<file path="config.mk">
export PLATFORM = sky130hd
export DESIGN_NAME = ex_stage_flat
export DESIGN_NICKNAME = d
export VERILOG_FILES = /design/src/rtl/ex_stage_pkg.sv /design/src/rtl/ex_stage_if.sv /design/src/rtl/ex_mul.sv /design/src/rtl/ex_stage.sv /design/src/flat_wrapper.sv
export SDC_FILE = /design/constraint.sdc
export NUM_CORES = 1
export LEC_CHECK = 0
export ABC_CLOCK_PERIOD_IN_PS = 5780
export BUFFER_PORTS_ARGS = -buffer_cell sky130_fd_sc_hd__buf_4
export CAP_MARGIN = 20
export CORE_MARGIN = 10
export CORE_UTILIZATION = 45
export DETAILED_ROUTE_END_ITERATION = 6
export PLACE_DENSITY_LB_ADDON = 0.15
export SLEW_MARGIN = 10
export SYNTH_ARGS = -nofsm -noshare
export SYNTH_HDL_FRONTEND = slang
export SYNTH_SLANG_ARGS = --single-unit
</file>
<file path="constraint.sdc">
create_clock -name clk -period 5.78 [get_ports clk]
set_input_delay 0.578 -clock clk [delete_from_list [all_inputs] [get_ports clk]]
set_output_delay 0.578 -clock clk [all_outputs]
set_load 0.03 [all_outputs]
</file>
<file path="src/rtl/ex_stage_pkg.sv">
// ex_stage_pkg: shared CPU encodings, bus widths and bubble constants for the EX stage
package ex_stage_pkg;
  localparam int XLEN     = 32;
  localparam int PC_W     = 30;
  localparam int ALUOP_W  = 4;
  localparam int MEMOP_W  = 2;
  localparam int CTRLOP_W = 2;
  localparam int REG_W    = 5;
  localparam int EXP_W    = 3;

  typedef enum logic [ALUOP_W-1:0] {
    ALU_OP_NOP  = 4'd0,
    ALU_OP_AND  = 4'd1,
    ALU_OP_OR   = 4'd2,
    ALU_OP_XOR  = 4'd3,
    ALU_OP_ADDS = 4'd4,
    ALU_OP_ADDU = 4'd5,
    ALU_OP_SUBS = 4'd6,
    ALU_OP_SUBU = 4'd7,
    ALU_OP_SHRL = 4'd8,
    ALU_OP_SHLL = 4'd9,
    ALU_OP_MUL  = 4'd10
  } alu_op_e;

  localparam logic [EXP_W-1:0] ISA_EXP_NONE     = 3'd0;
  localparam logic [EXP_W-1:0] ISA_EXP_ILLEGAL  = 3'd1;
  localparam logic [EXP_W-1:0] ISA_EXP_SYSCALL  = 3'd2;
  localparam logic [EXP_W-1:0] ISA_EXP_OVERFLOW = 3'd3;

  localparam logic                BUBBLE_EN     = 1'b0;
  localparam logic                BUBBLE_GPRWE_ = 1'b1;
  localparam logic [MEMOP_W-1:0]  BUBBLE_MEMOP  = '0;
  localparam logic [CTRLOP_W-1:0] BUBBLE_CTRLOP = '0;
  localparam logic [EXP_W-1:0]    BUBBLE_EXP    = ISA_EXP_NONE;

  typedef enum logic [1:0] {
    MUL_IDLE = 2'd0,
    MUL_BUSY = 2'd1,
    MUL_DONE = 2'd2
  } mul_state_e;

  typedef struct packed {
    logic [PC_W-1:0]     pc;
    logic                en;
    logic                br;
    logic [MEMOP_W-1:0]  memop;
    logic [XLEN-1:0]     wrdata;
    logic [CTRLOP_W-1:0] ctrlop;
    logic [REG_W-1:0]    dst;
    logic                gprwe_;
    logic [EXP_W-1:0]    exp;
    logic [XLEN-1:0]     out;
  } ex_reg_t;

  localparam ex_reg_t EX_BUBBLE = '{
    pc: '0, en: BUBBLE_EN, br: 1'b0, memop: BUBBLE_MEMOP, wrdata: '0,
    ctrlop: BUBBLE_CTRLOP, dst: '0, gprwe_: BUBBLE_GPRWE_, exp: BUBBLE_EXP, out: '0
  };

  function automatic int mul_iters(input int bits_per_cyc);
    return XLEN / bits_per_cyc;
  endfunction
endpackage

</file>
<file path="src/rtl/ex_stage_if.sv">
// ex_stage_if: ID/EX pipeline bus, EX outputs and pipeline control for the EX stage
interface ex_stage_if;
  import ex_stage_pkg::*;
  logic                Stall;
  logic                Flush;
  logic [PC_W-1:0]     IDPC;
  logic                IDEn;
  logic [ALUOP_W-1:0]  IDALUOp;
  logic [XLEN-1:0]     IDALUIn0;
  logic [XLEN-1:0]     IDALUIn1;
  logic                IDBrFlag;
  logic [MEMOP_W-1:0]  IDMemOp;
  logic [XLEN-1:0]     IDMemWrData;
  logic [CTRLOP_W-1:0] IDCtrlOp;
  logic [REG_W-1:0]    IDDstAddr;
  logic                IDGPRWE_;
  logic [EXP_W-1:0]    IDExpCode;
  logic [XLEN-1:0]     EXFwdData;
  logic [PC_W-1:0]     EXPC;
  logic                EXEn;
  logic                EXBrFlag;
  logic [MEMOP_W-1:0]  EXMemOp;
  logic [XLEN-1:0]     EXMemWrData;
  logic [CTRLOP_W-1:0] EXCtrlOp;
  logic [REG_W-1:0]    EXDstAddr;
  logic                EXGPRWE_;
  logic [EXP_W-1:0]    EXExpCode;
  logic [XLEN-1:0]     EXOut;
  logic                MulBusy;

  modport master (
    output Stall, Flush, IDPC, IDEn, IDALUOp, IDALUIn0, IDALUIn1, IDBrFlag, IDMemOp,
           IDMemWrData, IDCtrlOp, IDDstAddr, IDGPRWE_, IDExpCode,
    input  EXFwdData, EXPC, EXEn, EXBrFlag, EXMemOp, EXMemWrData, EXCtrlOp, EXDstAddr,
           EXGPRWE_, EXExpCode, EXOut, MulBusy
  );

  modport slave (
    input  Stall, Flush, IDPC, IDEn, IDALUOp, IDALUIn0, IDALUIn1, IDBrFlag, IDMemOp,
           IDMemWrData, IDCtrlOp, IDDstAddr, IDGPRWE_, IDExpCode,
    output EXFwdData, EXPC, EXEn, EXBrFlag, EXMemOp, EXMemWrData, EXCtrlOp, EXDstAddr,
           EXGPRWE_, EXExpCode, EXOut, MulBusy
  );
endinterface

</file>
<file path="src/rtl/ex_mul.sv">
// ex_mul: iterative unsigned shift-add multiplier, MUL_BITS_PER_CYC multiplier bits per BUSY cycle
module ex_mul import ex_stage_pkg::*; #(
  parameter int MUL_BITS_PER_CYC = 1
) (
  input  logic            clk,
  input  logic            reset_,
  input  logic            i_req,
  input  logic            i_stall,
  input  logic            i_flush,
  input  logic [XLEN-1:0] i_in0,
  input  logic [XLEN-1:0] i_in1,
  output logic            o_done,
  output logic [XLEN-1:0] o_prod
);
  localparam int N = mul_iters(MUL_BITS_PER_CYC);

  mul_state_e      r_state, w_next;
  logic [XLEN-1:0] r_a, r_b, r_acc, w_pp;
  logic [5:0]      r_cnt;
  logic            w_start;

  assign w_start = (r_state == MUL_IDLE) && i_req && !i_flush;

  // state register
  always_ff @(posedge clk or negedge reset_)
    if (!reset_) r_state <= MUL_IDLE;
    else r_state <= w_next;

  // next state: flush wins everywhere; stall only matters in DONE
  always_comb begin
    w_next = i_flush ? MUL_IDLE
           : w_start ? MUL_BUSY
           : (r_state == MUL_BUSY && r_cnt == 6'(N - 1)) ? MUL_DONE
           : (r_state == MUL_DONE && !i_stall) ? MUL_IDLE
           : r_state;
  end

  // partial product for the multiplier bits retired this cycle
  always_comb begin
    w_pp = '0;
    for (int i = 0; i < MUL_BITS_PER_CYC; i++) w_pp = w_pp + (r_b[i] ? (r_a << i) : '0);
  end

  // operand latch on start, shift-add iteration while BUSY, discard on flush
  always_ff @(posedge clk or negedge reset_)
    if (!reset_) begin
      r_a   <= '0;
      r_b   <= '0;
      r_acc <= '0;
      r_cnt <= '0;
    end else if (i_flush) begin
      r_a   <= '0;
      r_b   <= '0;
      r_acc <= '0;
      r_cnt <= '0;
    end else if (w_start) begin
      r_a   <= i_in0;
      r_b   <= i_in1;
      r_acc <= '0;
      r_cnt <= '0;
    end else if (r_state == MUL_BUSY) begin
      r_acc <= r_acc + w_pp;
      r_a   <= r_a << MUL_BITS_PER_CYC;
      r_b   <= r_b >> MUL_BITS_PER_CYC;
      r_cnt <= r_cnt + 6'd1;
    end

  assign o_done = (r_state == MUL_DONE);
  assign o_prod = r_acc;
endmodule

</file>
<file path="src/rtl/ex_stage.sv">
// ex_stage: execute stage -- ALU, EX pipeline register, multiplier built only with EX_MUL_EN
module ex_stage import ex_stage_pkg::*; #(
  parameter int MUL_BITS_PER_CYC = 1
) (
  input logic       clk,
  input logic       reset_,
  ex_stage_if.slave bus
);
  logic [XLEN-1:0] w_a, w_b, w_sum, w_diff, w_alu;
  logic            w_ovf, w_mul_busy;
  ex_reg_t         r_ex, w_cap;

  assign w_a    = bus.IDALUIn0;
  assign w_b    = bus.IDALUIn1;
  assign w_sum  = w_a + w_b;
  assign w_diff = w_a - w_b;

`ifdef EX_MUL_EN
  logic            w_mul_req, w_mul_done;
  logic [XLEN-1:0] w_mul_prod;

  assign w_mul_req  = bus.IDEn && (bus.IDALUOp == ALU_OP_MUL);
  assign w_mul_busy = w_mul_req && !w_mul_done;

  ex_mul #(.MUL_BITS_PER_CYC(MUL_BITS_PER_CYC)) u_mul (
    .clk    (clk),
    .reset_ (reset_),
    .i_req  (w_mul_req),
    .i_stall(bus.Stall),
    .i_flush(bus.Flush),
    .i_in0  (w_a),
    .i_in1  (w_b),
    .o_done (w_mul_done),
    .o_prod (w_mul_prod)
  );
`else
  assign w_mul_busy = 1'b0;
`endif

  // ALU result, also forwarded to ID with no register in between
  always_comb begin
    w_alu = '0;
    case (bus.IDALUOp)
      ALU_OP_AND:               w_alu = w_a & w_b;
      ALU_OP_OR:                w_alu = w_a | w_b;
      ALU_OP_XOR:               w_alu = w_a ^ w_b;
      ALU_OP_ADDS, ALU_OP_ADDU: w_alu = w_sum;
      ALU_OP_SUBS, ALU_OP_SUBU: w_alu = w_diff;
      ALU_OP_SHRL:              w_alu = w_a >> w_b[4:0];
      ALU_OP_SHLL:              w_alu = w_a << w_b[4:0];
`ifdef EX_MUL_EN
      ALU_OP_MUL:               w_alu = w_mul_prod;
`endif
      default:                  w_alu = '0;
    endcase
  end

  assign w_ovf = (bus.IDALUOp == ALU_OP_ADDS) ? (w_a[XLEN-1] == w_b[XLEN-1]) && (w_sum[XLEN-1] != w_a[XLEN-1])
               : (bus.IDALUOp == ALU_OP_SUBS) ? (w_a[XLEN-1] != w_b[XLEN-1]) && (w_diff[XLEN-1] != w_a[XLEN-1])
               : 1'b0;

  // value taken on a normal advance; invalid entries and pending multiplies become bubbles
  always_comb begin
    w_cap = EX_BUBBLE;
    if (bus.IDEn && !w_mul_busy) begin
      w_cap.pc     = bus.IDPC;
      w_cap.en     = 1'b1;
      w_cap.br     = bus.IDBrFlag;
      w_cap.memop  = bus.IDMemOp;
      w_cap.wrdata = bus.IDMemWrData;
      w_cap.ctrlop = bus.IDCtrlOp;
      w_cap.dst    = bus.IDDstAddr;
      w_cap.gprwe_ = w_ovf ? 1'b1 : bus.IDGPRWE_;
      w_cap.exp    = w_ovf ? ISA_EXP_OVERFLOW : bus.IDExpCode;
      w_cap.out    = w_alu;
    end
  end

  // EX pipeline register: flush beats stall, stall holds everything
  always_ff @(posedge clk or negedge reset_)
    if (!reset_) r_ex <= EX_BUBBLE;
    else if (bus.Flush) r_ex <= EX_BUBBLE;
    else if (!bus.Stall) r_ex <= w_cap;

  assign bus.EXFwdData   = w_alu;
  assign bus.MulBusy     = w_mul_busy;
  assign bus.EXPC        = r_ex.pc;
  assign bus.EXEn        = r_ex.en;
  assign bus.EXBrFlag    = r_ex.br;
  assign bus.EXMemOp     = r_ex.memop;
  assign bus.EXMemWrData = r_ex.wrdata;
  assign bus.EXCtrlOp    = r_ex.ctrlop;
  assign bus.EXDstAddr   = r_ex.dst;
  assign bus.EXGPRWE_    = r_ex.gprwe_;
  assign bus.EXExpCode   = r_ex.exp;
  assign bus.EXOut       = r_ex.out;
endmodule
</file>
<file path="src/flat_wrapper.sv">
// flat-port wrapper written by rule: the top's interface ports become plain ports
module ex_stage_flat import ex_stage_pkg::*;
#(
  parameter int MUL_BITS_PER_CYC = 1
)
  (clk, reset_, bus_Stall, bus_Flush, bus_IDPC, bus_IDEn, bus_IDALUOp, bus_IDALUIn0, bus_IDALUIn1, bus_IDBrFlag, bus_IDMemOp, bus_IDMemWrData, bus_IDCtrlOp, bus_IDDstAddr, bus_IDGPRWE_, bus_IDExpCode, bus_EXFwdData, bus_EXPC, bus_EXEn, bus_EXBrFlag, bus_EXMemOp, bus_EXMemWrData, bus_EXCtrlOp, bus_EXDstAddr, bus_EXGPRWE_, bus_EXExpCode, bus_EXOut, bus_MulBusy);
  ex_stage_if bus_i ();
  input logic clk;
  input logic reset_;
  input wire logic [$bits(bus_i.Stall)-1:0] bus_Stall;
  input wire logic [$bits(bus_i.Flush)-1:0] bus_Flush;
  input wire logic [$bits(bus_i.IDPC)-1:0] bus_IDPC;
  input wire logic [$bits(bus_i.IDEn)-1:0] bus_IDEn;
  input wire logic [$bits(bus_i.IDALUOp)-1:0] bus_IDALUOp;
  input wire logic [$bits(bus_i.IDALUIn0)-1:0] bus_IDALUIn0;
  input wire logic [$bits(bus_i.IDALUIn1)-1:0] bus_IDALUIn1;
  input wire logic [$bits(bus_i.IDBrFlag)-1:0] bus_IDBrFlag;
  input wire logic [$bits(bus_i.IDMemOp)-1:0] bus_IDMemOp;
  input wire logic [$bits(bus_i.IDMemWrData)-1:0] bus_IDMemWrData;
  input wire logic [$bits(bus_i.IDCtrlOp)-1:0] bus_IDCtrlOp;
  input wire logic [$bits(bus_i.IDDstAddr)-1:0] bus_IDDstAddr;
  input wire logic [$bits(bus_i.IDGPRWE_)-1:0] bus_IDGPRWE_;
  input wire logic [$bits(bus_i.IDExpCode)-1:0] bus_IDExpCode;
  output wire logic [$bits(bus_i.EXFwdData)-1:0] bus_EXFwdData;
  output wire logic [$bits(bus_i.EXPC)-1:0] bus_EXPC;
  output wire logic [$bits(bus_i.EXEn)-1:0] bus_EXEn;
  output wire logic [$bits(bus_i.EXBrFlag)-1:0] bus_EXBrFlag;
  output wire logic [$bits(bus_i.EXMemOp)-1:0] bus_EXMemOp;
  output wire logic [$bits(bus_i.EXMemWrData)-1:0] bus_EXMemWrData;
  output wire logic [$bits(bus_i.EXCtrlOp)-1:0] bus_EXCtrlOp;
  output wire logic [$bits(bus_i.EXDstAddr)-1:0] bus_EXDstAddr;
  output wire logic [$bits(bus_i.EXGPRWE_)-1:0] bus_EXGPRWE_;
  output wire logic [$bits(bus_i.EXExpCode)-1:0] bus_EXExpCode;
  output wire logic [$bits(bus_i.EXOut)-1:0] bus_EXOut;
  output wire logic [$bits(bus_i.MulBusy)-1:0] bus_MulBusy;
  assign bus_i.Stall = bus_Stall;
  assign bus_i.Flush = bus_Flush;
  assign bus_i.IDPC = bus_IDPC;
  assign bus_i.IDEn = bus_IDEn;
  assign bus_i.IDALUOp = bus_IDALUOp;
  assign bus_i.IDALUIn0 = bus_IDALUIn0;
  assign bus_i.IDALUIn1 = bus_IDALUIn1;
  assign bus_i.IDBrFlag = bus_IDBrFlag;
  assign bus_i.IDMemOp = bus_IDMemOp;
  assign bus_i.IDMemWrData = bus_IDMemWrData;
  assign bus_i.IDCtrlOp = bus_IDCtrlOp;
  assign bus_i.IDDstAddr = bus_IDDstAddr;
  assign bus_i.IDGPRWE_ = bus_IDGPRWE_;
  assign bus_i.IDExpCode = bus_IDExpCode;
  assign bus_EXFwdData = bus_i.EXFwdData;
  assign bus_EXPC = bus_i.EXPC;
  assign bus_EXEn = bus_i.EXEn;
  assign bus_EXBrFlag = bus_i.EXBrFlag;
  assign bus_EXMemOp = bus_i.EXMemOp;
  assign bus_EXMemWrData = bus_i.EXMemWrData;
  assign bus_EXCtrlOp = bus_i.EXCtrlOp;
  assign bus_EXDstAddr = bus_i.EXDstAddr;
  assign bus_EXGPRWE_ = bus_i.EXGPRWE_;
  assign bus_EXExpCode = bus_i.EXExpCode;
  assign bus_EXOut = bus_i.EXOut;
  assign bus_MulBusy = bus_i.MulBusy;
  ex_stage #(.MUL_BITS_PER_CYC(MUL_BITS_PER_CYC)) u_core (.clk(clk), .reset_(reset_), .bus(bus_i));
endmodule
</file>
* Word-level counts from Yosys, hierarchy flattened
Cells that the tools add are included.
** Cells by class
- Bitwise logic cells :: 3
- Shift operators :: 2
- Add/subtract/negate cells :: 2
- Equal/unequal tests :: 14
- Reductions and logical operators :: 4
- Mux-type cells :: 8
** Operators by type and width (number)
- $mux W109 :: 3
- $pmux W32 S7 :: 1
- $add A32 B32 Y32 :: 1
- $and A32 B32 Y32 :: 1
- $or A32 B32 Y32 :: 1
- $shl A32 B5 Y32 :: 1
- $shr A32 B5 Y32 :: 1
- $sub A32 B32 Y32 :: 1
- $xor A32 B32 Y32 :: 1
- $eq A4 B3 Y1 const B :: 4
- $eq A4 B2 Y1 const B :: 2
- $eq A4 B4 Y1 const B :: 2
- $eq A4 B1 Y1 const B :: 1
- $reduce_or A2 Y1 :: 2
- $mux W1 :: 3
- $mux W3 :: 1
- $ne A1 B1 Y1 :: 3
- $logic_and A1 B1 Y1 :: 2
- $ne A2 B1 Y1 const B :: 1
- $eq A1 B1 Y1 :: 1
** Storage, ports and cells
- Bits in registers :: 109
- Bits of input ports :: 149
- Word-level logic and storage cells :: 43

* Depth between registers and ports, before layout
- Depth in word-level cells :: 9
- Depth in mapped cells :: 14
- Mapped depth without buffers :: 13

* Worst setup path after synthesis
No wires, ideal clock.
- Path kind :: input to output
- Start point :: in bus_IDALUIn1[2]
- End point :: out bus_EXFwdData[24]
- Data required time :: 5.202 ns
- Path slack :: 0.767 ns
- Stages on the path :: 14
- Data arrival time :: 4.435 ns
- Path buffers :: 3
- Cell sequence :: clkbuf_1 > inv_2 > buf_1 > clkbuf_1 > ha_1 > nand2b_1 > a221oi_1 > o211ai_1 > a2111oi_0 > nor2_1 > o22ai_1 > a221oi_2 > xnor2_1 > o21ai_0
** On the way
- Word-level cells in the longest chain between the ends :: 2
** Ends and longest elaborated chain
- start, declared :: line flat_wrapper.sv:16 : input wire logic [$bits(bus_i.IDALUIn1)-1:0] bus_IDALUIn1;
- $sub A32 B32 Y32 (tied with other cells) :: line ex_stage.sv:16 : assign w_diff = w_a - w_b;
- $pmux W32 S7 * :: line ex_stage.sv:43 : case (bus.IDALUOp)
- end, declared :: line flat_wrapper.sv:24 : output wire logic [$bits(bus_i.EXFwdData)-1:0] bus_EXFwdData;
Mark *: on every way between the ends. The rest lies on a longest branch, timed or not.

* Worst setup path after layout
- Start point :: in bus_IDALUIn1[1]
- End point :: out bus_EXFwdData[28]
Same word-level chain as after synthesis.

==> results.md <==
- Die Y: 188 µm
- Initial DRC Count: ~1500
- Number of synthesized flops with an enable pin: 0
- Achievable Freq: 204 MHz
- Antenna violations before repair: 2
- WP data arrival: around 4.3 ns
- Post-CTS setup buffers: 0
- Clock transition at path regs: 0.07 ns
- Slowest CP cell: a2111oi_0
- Hold WC Path Type: primary input to asynchronous set/reset pin
- Max clock buf depth: 2
- Share of layout cells above drive strength 1: about a quarter
- WL met3: 5470 µm
- MaxCap Viol Count: 0
- Setup violations, final: 0
- RSZ-0062 raised after global routing: false
- CTS Buf Count: 9
- Sw Share: 41.9%
- Final count of pins violating max slew: 0
- Post-synth ARST share: 100%
- Peak VDD IR: about 0.12 mV
- Synth Area per Inst: 8.25 µm²
- Status: finished clean
- Critical path origin: bus_IDALUIn1[1]
- Largest net degree at the start of global routing: 107
- CP max stage delay: just under 0.8 ns
- Critical path class: primary input to output pin
- Slew margin rel.: between 30% and 40%
- Via count: about 13000
- Post-synthesis register bit count: ~110
- Int Pwr: 1.61 mW
- FF-to-FF End: u_core.bus.EXGPRWE_
- Vias in the first global route: between 10000 and 15000
- Comb pwr share: about half
- Startpoint Class: primary input
- Total grt overflow: 0
- Critical Path Sink: bus_EXFwdData[28]
- R2R Path Start: u_core.bus.EXGPRWE_
- Average wire per standard cell: about 26 µm
- Power per Cell Area: 182 mW/mm²
- Most frequent cells in the layout: buf_4 (309), nor2_1 (159), o21ai_0 (118)
- Post-Route WL: ~55000 µm
- Count of different cell masters after synthesis: 88
- Port Buf Inserts: 289
- Final period util: around 85%
- Htree depth: 3
- Sequential share of the synthesized area: 21.5%
- Prevailing post-synth register cell: dfrtp_1
- Area grow syn2layout: 19.3%
- Initial core utilization: a little under half
- Worst r2r path cells: 2
- Internal reg-to-reg setup slack: approximately 5 ns
- Commonest non-fill, non-tap cell in the layout: buf_4
- Antenna-violating nets left: 0
- CTS tree: yes
- Worst-Margin Slew: ~1.0 ns
- Psw: roughly 1.2 mW
- CP Cell Sequence: buf_4 > inv_1 > fa_1 > nand2b_1 > a221oi_1 > o211ai_1 > a2111oi_0 > nor2_1 > o22ai_1 > a311oi_1 > xor2_1 > a21o_1 > buf_4
- Final GP Congestion: about 1.0
- Clock sink total: between 100 and 150
- Final #Nets: ~2000
- Worst endpoint required time: approximately 5.2 ns
- Metal2 WL: roughly 25000 µm
- Core Region: around 0.028 mm²
- Wire length on met1: 23300 µm
- Hold Fails Final Rpt: 0
- Ports: ~290
- Setup_tns: 0 ns
- Syn Inst Count: around 1500
- Die Span X: between 150 and 200 µm
- Most used cell, CP: buf_4
- Leakage: 7.24 nW
- DRT Pass-1 Iters: 6
- Min cycle time layout: a little under 5 ns
- CP endpoint kind: output pin
- Final Total Pwr: roughly 2.8 mW
- Cts hold-fix bufs: 0
- Clock power frac: between 20 and 25%
- Row count: 61
- Synth Warn #: 0
- Cts repair resizes: 0
- Clk_skew: 0 ns
- Seq pwr share: a little under 30%
- Total track usage: ~30%
- # fillers: between 2000 and 3000
- DP HPWL: roughly 44000 µm
- DR vias/cell: between 6 and 7
- Root Driver: clkbuf_16
- Clock latency on the worst-skew pair: 0.35 ns
- Mapped Nets: around 1800
- Top routing layer in use: met5
- Mapped Area: 0.0127 mm²
- DRC Markers: 0
- Global-route wire length before repair: 82200 µm
- Die footprint: ~0.035 mm²
- Crit path max fanout: 9
==> cell families after synthesis <==
| logic type | share of synthesized area, % |
|---|---|
| compound gates | 29.8 |
| xor+xnor | 1.65 |
| fa+ha+maj | 10.3 |
| buf+inv | 8.46 |
| flops | 21.5 |
| mux | 13.7 |
| other cells | 0.0295 |
| simple gates | 14.6 |
==> metal layers <==
| layer | vias to the layer above | GRT usage, % |
|---|---|---|
| li1 | 6095 | - |
| met1 | 6555 | 40.3 |
| met2 | 726 | 46.0 |
| met3 | 64 | 6.55 |
| met4 | 2 | 7.91 |
| met5 | - | 0 |
==> stage by stage <==
stage	utilization, %	cells	hold slack [ns]	setup WS, ns	area [µm²]
2_1_floorplan	-	1541	0.282	0.767	12700
3_3_place_gp	53.3	2105	0.464	1.12	14800
3_5_place_dp	53.3	2105	0.487	1.04	14800
4_1_cts	54.3	2121	0.257	1.03	15100
5_1_grt	54.5	2123	0.286	0.404	15200
6_report	54.5	2123	0.238	0.870	15200
==> Yosys cell counts, types with 6 or more instances <==
| cell | number | area share, % |
|---|---|---|
| a211o_1 | 10 | 0.69 |
| a211oi_1 | 15 | 0.89 |
| a21o_1 | 15 | 0.89 |
| a21oi_1 | 116 | 4.6 |
| a221o_1 | 6 | 0.47 |
| a221oi_1 | 8 | 0.55 |
| a22o_1 | 97 | 6.7 |
| a22oi_1 | 22 | 1.3 |
| a31oi_1 | 9 | 0.44 |
| and3_1 | 7 | 0.34 |
| buf_1 | 17 | 0.50 |
| buf_2 | 14 | 0.55 |
| buf_6 | 9 | 0.80 |
| clkbuf_1 | 66 | 1.9 |
| clkbuf_8 | 11 | 1.2 |
| dfrtp_1 | 108 | 21 |
| ha_1 | 101 | 9.9 |
| inv_1 | 103 | 3.0 |
| mux2_2 | 26 | 2.3 |
| mux2i_1 | 55 | 4.3 |
| mux4_2 | 40 | 7.1 |
| nand2_1 | 98 | 2.9 |
| nand2b_1 | 16 | 0.79 |
| nand3_1 | 31 | 1.2 |
| nor2_1 | 159 | 4.7 |
| nor2b_1 | 9 | 0.44 |
| nor3_1 | 39 | 1.5 |
| nor4_1 | 8 | 0.39 |
| o211ai_1 | 23 | 1.4 |
| o21ai_0 | 118 | 4.6 |
| o21bai_1 | 13 | 0.77 |
| o221ai_1 | 8 | 0.55 |
| o22ai_1 | 19 | 0.93 |
| o31ai_1 | 10 | 0.59 |
| or3_1 | 8 | 0.39 |
| xnor2_1 | 18 | 1.2 |
| xor2_1 | 6 | 0.41 |
==> critical path: cells and delay by family <==
| kind | cells | cell delay (ns) |
|---|---|---|
| AOI/OAI and AO/OA | 6 | 2.38 |
| and+or+nand+nor | 2 | 0.25 |
| xor gates and xnor gates | 1 | 0.22 |
| buffers and inverters | 3 | 0.57 |
| adders and majority gates | 1 | 0.31 |
==> registers in the layout (all words and copies together), names as in the netlist <==
name,cells
u_core.bus.EXMemWrData,32
u_core.bus.EXOut,32
u_core.bus.EXPC,30
u_core.bus.EXDstAddr,5
u_core.bus.EXExpCode,3
u_core.bus.EXCtrlOp,2
u_core.bus.EXMemOp,2
u_core.bus.EXBrFlag,1
u_core.bus.EXEn,1
u_core.bus.EXGPRWE_,1
==> power by group through the flow <==
stage                     sequential (mW)  clock [mW]  combinational [mW]
after floorplan                     0.878           0               0.757
final                               0.806       0.623                1.33
after global routing                0.810       0.663                1.42
after global placement              0.820           0                1.30
after detailed placement            0.821           0                1.30
after CTS                           0.806       0.636                1.31
==> layout make-up <==
| cell class | count | area [µm²] | share of cell area [%] |
|---|---|---|---|
| Clock inverter | 7 | 75.1 | 0.495 |
| Antenna cell | 1 | 2.50 | 0.0165 |
| Timing Repair Buffer | 310 | 2350 | 15.5 |
| Tap cell | 378 | 473 | 3.12 |
| Clock buffer | 9 | 225 | 1.48 |
| Sequential cell | 109 | 2730 | 18.0 |
| Inverter | 105 | 394 | 2.60 |
| Multi-Input combinational cell | 1204 | 8920 | 58.8 |
==> worst min path at each step <==
stage | end | slack, ns | cells past startpoint
after floorplan | u_core.bus.EXBrFlag | 0.28 | 0
after global placement | u_core.bus.EXEn | 0.46 | 2
after detailed placement | u_core.bus.EXExpCode[2] | 0.49 | 1
after CTS | u_core.bus.EXPC[3] | 0.26 | 1
after global routing | u_core.bus.EXPC[3] | 0.29 | 1
final | u_core.bus.EXPC[3] | 0.24 | 1
Power figures use the tool's default switching activity.
